[config.mk]
export PLATFORM = sky130hd
export DESIGN_NAME = key_note_recorder
export DESIGN_NICKNAME = d
export VERILOG_FILES = /design/src/rtl/key_note_recorder.sv
export SDC_FILE = /design/constraint.sdc
export NUM_CORES = 1
export LEC_CHECK = 0
export ABC_AREA = 0
export BUFFER_PORTS_ARGS = -buffer_cell sky130_fd_sc_hd__buf_2
export CORE_AREA = 8 8 104 106
export DETAILED_ROUTE_END_ITERATION = 8
export DIE_AREA = 0 0 112 114
export PLACE_DENSITY = 0.63
export SYNTH_ARGS = -nofsm -noshare
export SYNTH_HDL_FRONTEND = slang
export SYNTH_SLANG_ARGS = --single-unit
[constraint.sdc]
create_clock -name clk -period 6.9 [get_ports clk]
set_clock_uncertainty 0.2 [all_clocks]
set_input_delay 0.69 -clock clk [delete_from_list [all_inputs] [get_ports clk]]
set_output_delay 0.69 -clock clk [all_outputs]
set_load 0.02 [all_outputs]
[src/rtl/key_note_recorder.sv]
// Purpose: record keypad press events into a small note buffer and play them back one note at a time.
// Latency: a press or start sampled at edge T is visible at T+1; each note lasts NOTE_TICKS cycles valid plus GAP_TICKS cycles silent.
// Backpressure: none; presses arriving while the buffer is full are dropped and flagged in a sticky overflow bit.
module key_note_recorder #(
  parameter int DEPTH      = 8,
  parameter int ADDR_W     = 3,
  parameter int NOTE_TICKS = 16,
  parameter int GAP_TICKS  = 4,
  parameter int CNT_W      = 16
) (
  input  logic              clk,
  input  logic              rst_n,
  input  logic [3:0]        key,
  input  logic              pressed,
  input  logic              start,
  input  logic              stop,
  input  logic              clear,
  output logic [3:0]        note,
  output logic              note_valid,
  output logic              busy,
  output logic              done,
  output logic [ADDR_W:0]   count,
  output logic              full,
  output logic              empty,
  output logic              overflow
);

  localparam logic [1:0] S_IDLE = 2'd0;
  localparam logic [1:0] S_NOTE = 2'd1;
  localparam logic [1:0] S_GAP  = 2'd2;

  localparam logic [CNT_W-1:0] NOTE_LOAD = CNT_W'(NOTE_TICKS - 1);
  localparam logic [CNT_W-1:0] GAP_LOAD  = CNT_W'(GAP_TICKS - 1);
  localparam logic [CNT_W-1:0] DUR_ONE   = CNT_W'(1);
  localparam logic [ADDR_W:0]  CNT_ONE   = (ADDR_W + 1)'(1);
  localparam logic [ADDR_W-1:0] IDX_ONE  = ADDR_W'(1);

  logic [1:0]        state;
  logic [CNT_W-1:0]  dur;
  logic [ADDR_W-1:0] idx;
  logic [ADDR_W-1:0] idx_nxt;
  logic              pressed_q;
  logic [3:0]        mem [DEPTH];

  logic rise;
  logic abort;
  logic last;
  logic play_start;
  logic wr_en;

  // A held key only counts once: an event is the first cycle pressed is seen high.
  assign rise       = pressed & ~pressed_q;
  assign abort      = stop | clear;
  assign idx_nxt    = idx + IDX_ONE;
  assign last       = ({1'b0, idx} == (count - CNT_ONE));
  assign play_start = start & ~empty;
  // Recording only happens in IDLE and loses to clear and to an accepted start.
  assign wr_en      = (state == S_IDLE) & ~clear & ~play_start & rise & ~full;

  // DEPTH is a power of two and count never exceeds it, so the top bit alone means full.
  assign full       = count[ADDR_W];
  assign empty      = (count == '0);
  assign busy       = (state != S_IDLE);
  assign note_valid = (state == S_NOTE);

  // Press-edge history register, tracked in every state so presses during playback do not fire later.
  always_ff @(posedge clk) begin
    if (!rst_n) pressed_q <= 1'b0;
    else        pressed_q <= pressed;
  end

  // Note storage; contents survive reset and playback so the buffer can be replayed.
  always_ff @(posedge clk) begin
    if (rst_n && wr_en) mem[count[ADDR_W-1:0]] <= key;
  end

  // Control: record/clear in IDLE, timed note/gap sequencing during playback.
  always_ff @(posedge clk) begin
    if (!rst_n) begin
      state    <= S_IDLE;
      dur      <= '0;
      idx      <= '0;
      note     <= 4'd0;
      done     <= 1'b0;
      count    <= '0;
      overflow <= 1'b0;
    end else begin
      done <= 1'b0;
      case (state)
        S_IDLE: begin
          if (clear) begin
            count    <= '0;
            overflow <= 1'b0;
          end else if (play_start) begin
            idx   <= '0;
            note  <= mem[{ADDR_W{1'b0}}];
            dur   <= NOTE_LOAD;
            state <= S_NOTE;
          end else if (rise) begin
            if (!full) count    <= count + CNT_ONE;
            else       overflow <= 1'b1;
          end
        end
        S_NOTE, S_GAP: begin
          if (abort) begin
            state <= S_IDLE;
            done  <= 1'b1;
            if (clear) begin
              count    <= '0;
              overflow <= 1'b0;
            end
          end else if (dur != '0) begin
            dur <= dur - DUR_ONE;
          end else if (state == S_NOTE) begin
            state <= S_GAP;
            dur   <= GAP_LOAD;
          end else if (last) begin
            state <= S_IDLE;
            done  <= 1'b1;
          end else begin
            idx   <= idx_nxt;
            note  <= mem[idx_nxt];
            dur   <= NOTE_LOAD;
            state <= S_NOTE;
          end
        end
        default: state <= S_IDLE;
      endcase
    end
  end

endmodule
# Word-level counts from Yosys, hierarchy flattened
# Memory sizes are Yosys's and may differ from the RTL's.
# Index checks and enable logic that the tools add are counted.
[op_classes]
add_sub_neg = 4
n_eq_ne = 17
n_mux = 48
bitwise_logic = 12
n_reduce_logical = 14
[op_table]
columns = ["operator", "n"]
rows = [
  ["two-way mux 16 bit", 6],
  ["two-way mux 4 bit", 12],
  ["one-hot mux 16 bit (2 select lines)", 1],
  ["two-way mux 3 bit", 6],
  ["inequality test 2 bit, second input constant", 8],
  ["one-hot mux 4 bit (2 select lines)", 2],
  ["nonzero test 16 bit", 1],
  ["subtractor 16 x 1 -> 16 bit, second input constant", 1],
  ["inequality test 3 bit, second input constant", 5],
  ["two-way mux 1 bit", 13],
  ["AND reduction 6 bit", 2],
  ["two-way mux 2 bit", 5],
  ["AND reduction 5 bit", 2],
  ["AND reduction 7 bit", 1],
  ["bitwise AND 1 bit", 6],
  ["one-hot mux 3 bit (2 select lines)", 1],
  ["NOT 1 bit", 5],
  ["adder 4 x 1 -> 4 bit, second input constant", 1],
  ["== test 3 x 4 -> 1 bit", 1],
  ["logical NOT 4 bit", 1],
  ["inequality test 4 bit, second input constant", 1],
  ["one-hot mux 2 bit (2 select lines)", 1],
  ["nonzero test 2 bit", 2],
  ["subtractor 4 x 1 -> 4 bit, second input constant", 1],
  ["10 further kinds", 10],
]
[totals]
regBits = 32
mem_bits_rw = 32
output_inout_bits = 14
mem_count = 1
[mem_list]
columns = ["memory", "words", "word_bits", "read_ports", "rd_clocked_by_memory_dff", "wr", "line_no", "text"]
rows = [
  ["mem", 8, 4, 2, 0, 1, "43", "logic [3:0] mem [DEPTH];"],
]

# Logic depth before layout (Yosys ltp)
[depth]
ltp_word = 10
depth_mapped = 9
ltp_nobuf = 8

# Least setup slack after synthesis
# Ideal clock, no wire load.
[synth_timing]
kind = "register to register"
start = "register count[0]"
end = "memory mem[1][0] (enable)"
setup_ns = 0.361
t_arrival_ns = 2.586
required_time_ns = 6.339
setup_slack_ns = 3.753
stages_incl_launch_ff = 8
path_cell_list = "dfxtp_1 > inv_1 > ha_1 > nor3b_1 > o21ai_0 > nor3_1 > nand4b_1 > nor3_1"
[synth_via]
elab_chain_len = 10
[synth_lines]
columns = ["element", "line_no", "text"]
rows = [
  ["start: declaration", "22", "output logic [ADDR_W:0] count,"],
  ["start signal: assignment", "100", "if (!full) count <= count + CNT_ONE;"],
  ["logical NOT 4 bit", "62", "assign empty = (count == '0);"],
  ["via empty", "24", "output logic empty,"],
  ["NOT 1 bit", "56", "assign play_start = start & ~empty;"],
  ["bitwise AND 1 bit", "56", ""],
  ["NOT 1 bit", "58", "assign wr_en = (state == S_IDLE) & ~clear & ~play_start & rise & ~full;"],
  ["bitwise AND 1 bit (3 in a row)", "58", ""],
  ["logical AND 1 bit", "74", "if (rst_n && wr_en) mem[count[ADDR_W-1:0]] <= key;"],
  ["two-way mux 1 bit", "74", ""],
  ["two-way mux 1 bit (not written as such)", "74", ""],
  ["end: declaration", "43", ""],
]
# The timed path passes the listed nets, and every way through them passes these cells.

# Worst setup path in the final report
[layout_timing]
start = "register count[0]"
end = "memory mem[0][1] (enable)"
[layout_via]
elab_chain_len = 10
[layout_lines]
columns = ["element", "line_no"]
rows = [
  ["logical NOT 4 bit", "62"],
  ["NOT 1 bit", "56"],
  ["bitwise AND 1 bit", "56"],
  ["NOT 1 bit", "58"],
  ["bitwise AND 1 bit (3 in a row)", "58"],
  ["logical AND 1 bit", "74"],
  ["two-way mux 1 bit", "74"],
  ["two-way mux 1 bit (not written as such)", "74"],
]
# Parallel ways exist; a longest one is shown, timed or not.

==> flow_metrics.py <==
metrics = {
    "clock_tree": {
        "clk_latency_ns": 0.34,
        "clk_path_buf_depth": 2,
        "clk_pin_slew_ns": 0.07,
        "hold_buffers": 0,
        "postCtsSetupBuffers": 0,
        "root_buffer": "clkbuf_8",
        "clkSinkCount": 64,
        "numCtsBuffers": 9,
        "cts_tree": "yes",
        "post_cts_resized": 0,
        "cts-htree-levels": 3,
    },
    "logic_synthesis": {
        "synth_edf_count": 32,
        "synthTopCellsByArea": "edfxtp_1, dfxtp_1, mux4_2",
        "synth-async-reset-ratio": 0,
        "synth_compound_area_frac": 0.1518,
        "synth-simple-area-share": 0.1641,
        "synth_mux_area_frac": 0.09195,
        "syn_area_per_cell_um2": 10.70,
        "synthXorXnorAreaFrac": 0.01110,
        "synth_area_leader_cell": "edfxtp_1",
        "ys_types": 55,
        "yosysSeqAreaShare": 0.5073,
        "synth_seq_cells": 64,
        "netlist.area_leader.share": 0.3044,
        "synth_fa_ha_area_frac": 0.03171,
        "synthCells": 295,
        "ys_warn_count": 0,
        "synth_nets": 313,
        "synth_flop_cell": "edfxtp_1",
        "yosysMostFrequentCell": "nor2_1",
        "synth_top_family_by_area": "simple AND/OR/NAND/NOR gates",
        "netlist_area_um2": 3157,
        "synth_common_cells": "nor2_1, dfxtp_1, edfxtp_1, nand2_1, o21ai_0",
    },
    "grt": {
        "grt_pass1_vias": 2326,
        "grt_max_degree": 27,
        "grt_antenna_before_repair": 0,
        "grt_usage": 0.1130,
        "grt_overflow": 0,
        "grt_pass1_wl_um": 11610,
    },
    "placed_design": {
        "gp_congestion": 0.8669,
        "io_buffers": 23,
        "dpl_cell_area_um2": 3327,
        "place_hpwl_um": 4880,
    },
    "die": {
        "num_rows": 35,
        "die_y_um": 114,
        "core_um2": 9109,
        "initial_core_util": 0.3466,
        "dieArea_um2": 12770,
        "ios": 24,
        "die_w_um": 112,
    },
    "route": {
        "vias_per_cell": 5.444,
        "routed_wl_um": 6754,
        "drt-wirelength-per-cell_um": 15.78,
        "drtPass1Iterations": 4,
        "dr_total_vias": 2330,
        "drtAntennaViolNets": 0,
        "drt_iter0_drc": 148,
        "drc": 0,
    },
    "worst_setup_path": {
        "cp.required_ns": 6.67,
        "worstSetupStartpointType": "flip-flop",
        "startpoint": "count[0]$_SDFFE_PN0P_",
        "critPathCaptureType": "flip-flop",
        "path_class": "reg -> reg",
        "ff2ff_setup_slack_ns": 3.76,
        "r2r_end": "mem[0][1]$_DFFE_PP_",
        "setup.worst_path.end": "mem[0][1]$_DFFE_PP_",
        "critPathMaxFanout": 8,
        "critPathArrivalTime_ns": 2.91,
        "rr_startpoint": "count[0]$_SDFFE_PN0P_",
        "reg2reg_depth": 7,
    },
    "worst_hold_path": {
        "hold_path.class": "reg -> reg",
    },
    "sta": {
        "period_needed_ns": 3.144,
        "finalHoldViolCount": 0,
        "rsz0062_at_grt": "no",
        "fin_crit_sh": 0.4556,
        "slew-limit-headroom": 0.5076,
        "finalSetupTns_ns": 0,
        "tightest_slew_ns": 0.7387,
        "max_clock_freq_mhz": 318.1,
        "setup_viol": 0,
        "maxSlewViolCount": 0,
    },
    "power_and_ir_drop": {
        "p_per_area_nw_per_um2": 289.7,
        "leakagePower_nw": 1.279,
        "ir_drop_uv": 147.4,
    },
    "cells_and_area": {
        "finalInstanceArea_um2": 3500,
        "drive_gt1_frac": 0.1798,
        "final_core_util": 0.3842,
        "diodes": 0,
        "nets": 330,
        "syn_to_final_growth_pct": 10.86,
    },
    "flow_run": {
        "cap_violations": 0,
    },
    "outcome": {
        "run_status": "complete, no violations",
    },
}
## final cells by class
| class | instances | area, µm² |
|---|---|---|
| Clock buffer | 10 | 127.6 |
| Clock inverter | 6 | 45.04 |
| Fill cell | 910 | 5609 |
| Inverter | 13 | 48.80 |
| Multi-Input combinational cell | 201 | 1423 |
| Sequential cell | 64 | 1602 |
| Tap cell | 111 | 138.9 |
| Timing Repair Buffer | 23 | 115.1 |
## registers in the layout, summed over array words and instances, names as in the netlist
| signal | cells |
|---|---|
| count | 4 |
| done | 1 |
| dur | 16 |
| idx | 3 |
| mem | 32 |
| note | 4 |
| overflow | 1 |
| pressed_q | 1 |
| state | 2 |
## logic make-up (layout without fill, tap and decap cells)
logic type / count (synthesis) / count (layout)
xor gates and xnor gates: 4 / 4
AOI/OAI and AO/OA: 67 / 67
muxes: 19 / 19
buffers and inverters: 30 / 52
adders and majority gates: 8 / 8
and+or+nand+nor: 103 / 103
DFF: 64 / 64
## per-stage QoR
step	instances	hold WS, ns	worst slack, ns	power (mW)
after detailed placement	412	0.2524	3.813	0.7405
after global placement	412	0.2480	3.891	0.7368
final	428	0.2563	3.756	1.014
after floorplan	295	0.2390	3.753	0.6829
after global routing	428	0.2835	3.393	1.075
after CTS	428	0.2618	3.795	1.023
## report_power, final
group | switching (mW) | leakage, nW | internal [mW]
Combinational | 0.199 | 0.652 | 0.102
Clock | 0.150 | 0.0805 | 0.131
Sequential | 0.0151 | 0.547 | 0.417
## worst min-delay path by stage
| stage | from | to | slack, ns | cells after the start |
|---|---|---|---|---|
| 2_1_floorplan | dur[14]$_SDFFE_PN0P_ | dur[14]$_SDFFE_PN0P_ | 0.24 | 1 |
| 3_3_place_gp | note[2]$_SDFFE_PN0P_ | note[2]$_SDFFE_PN0P_ | 0.25 | 2 |
| 3_5_place_dp | note[2]$_SDFFE_PN0P_ | note[2]$_SDFFE_PN0P_ | 0.25 | 2 |
| 4_1_cts | note[2]$_SDFFE_PN0P_ | note[2]$_SDFFE_PN0P_ | 0.26 | 2 |
| 5_1_grt | note[2]$_SDFFE_PN0P_ | note[2]$_SDFFE_PN0P_ | 0.28 | 2 |
| 6_report | note[2]$_SDFFE_PN0P_ | note[2]$_SDFFE_PN0P_ | 0.26 | 2 |
## critical path, cell delays in order (launching register included)
cell and delay, ns:
dfxtp_1 0.38, inv_1 0.14, ha_1 0.18, nor3b_1 0.41, o21ai_0 0.22, nor3_1 0.44, nand4b_1 0.26, nor3_1 0.54
## metal layers
| layer | wire [µm] | share of wire | track usage |
|---|---|---|---|
| met2 | 3339 | 0.49 | 0.1826 |
| met4 | 91 | 0.013 | 0.05755 |
| met5 | 0 | 0 | 0 |
| met1 | 3038 | 0.45 | 0.1380 |
| met3 | 284 | 0.042 | 0.02800 |
## layout by cell type, fill, tap and decap left out, types with 2 or more instances in the layout
master      Yosys  layout
a21oi_1         8       8
a31o_2          4       4
a31oi_1         4       4
and2_1          3       3
and3_1          4       4
buf_2           1      23
clkbuf_8        0       9
clkinv_4        0       2
clkinvlp_4      0       2
dfxtp_1        32      32
edfxtp_1       32      32
ha_1            8       8
inv_1          13      13
mux2i_1        11      11
mux4_2          8       8
nand2_1        21      21
nand2b_1        2       2
nand3_1         5       5
nand4_1         3       3
nand4b_1        3       3
nor2_1         33      33
nor2b_1         2       2
nor3_1         12      12
nor3b_1         2       2
nor4_1          4       4
o211ai_1        5       5
o21ai_0        21      21
o22ai_1         2       2
o31ai_1         5       5
o41ai_1         3       3
or2_2           2       2
or4_4           2       2
xor2_1          3       3
No activity file was read; power rests on OpenSTA's default activity.
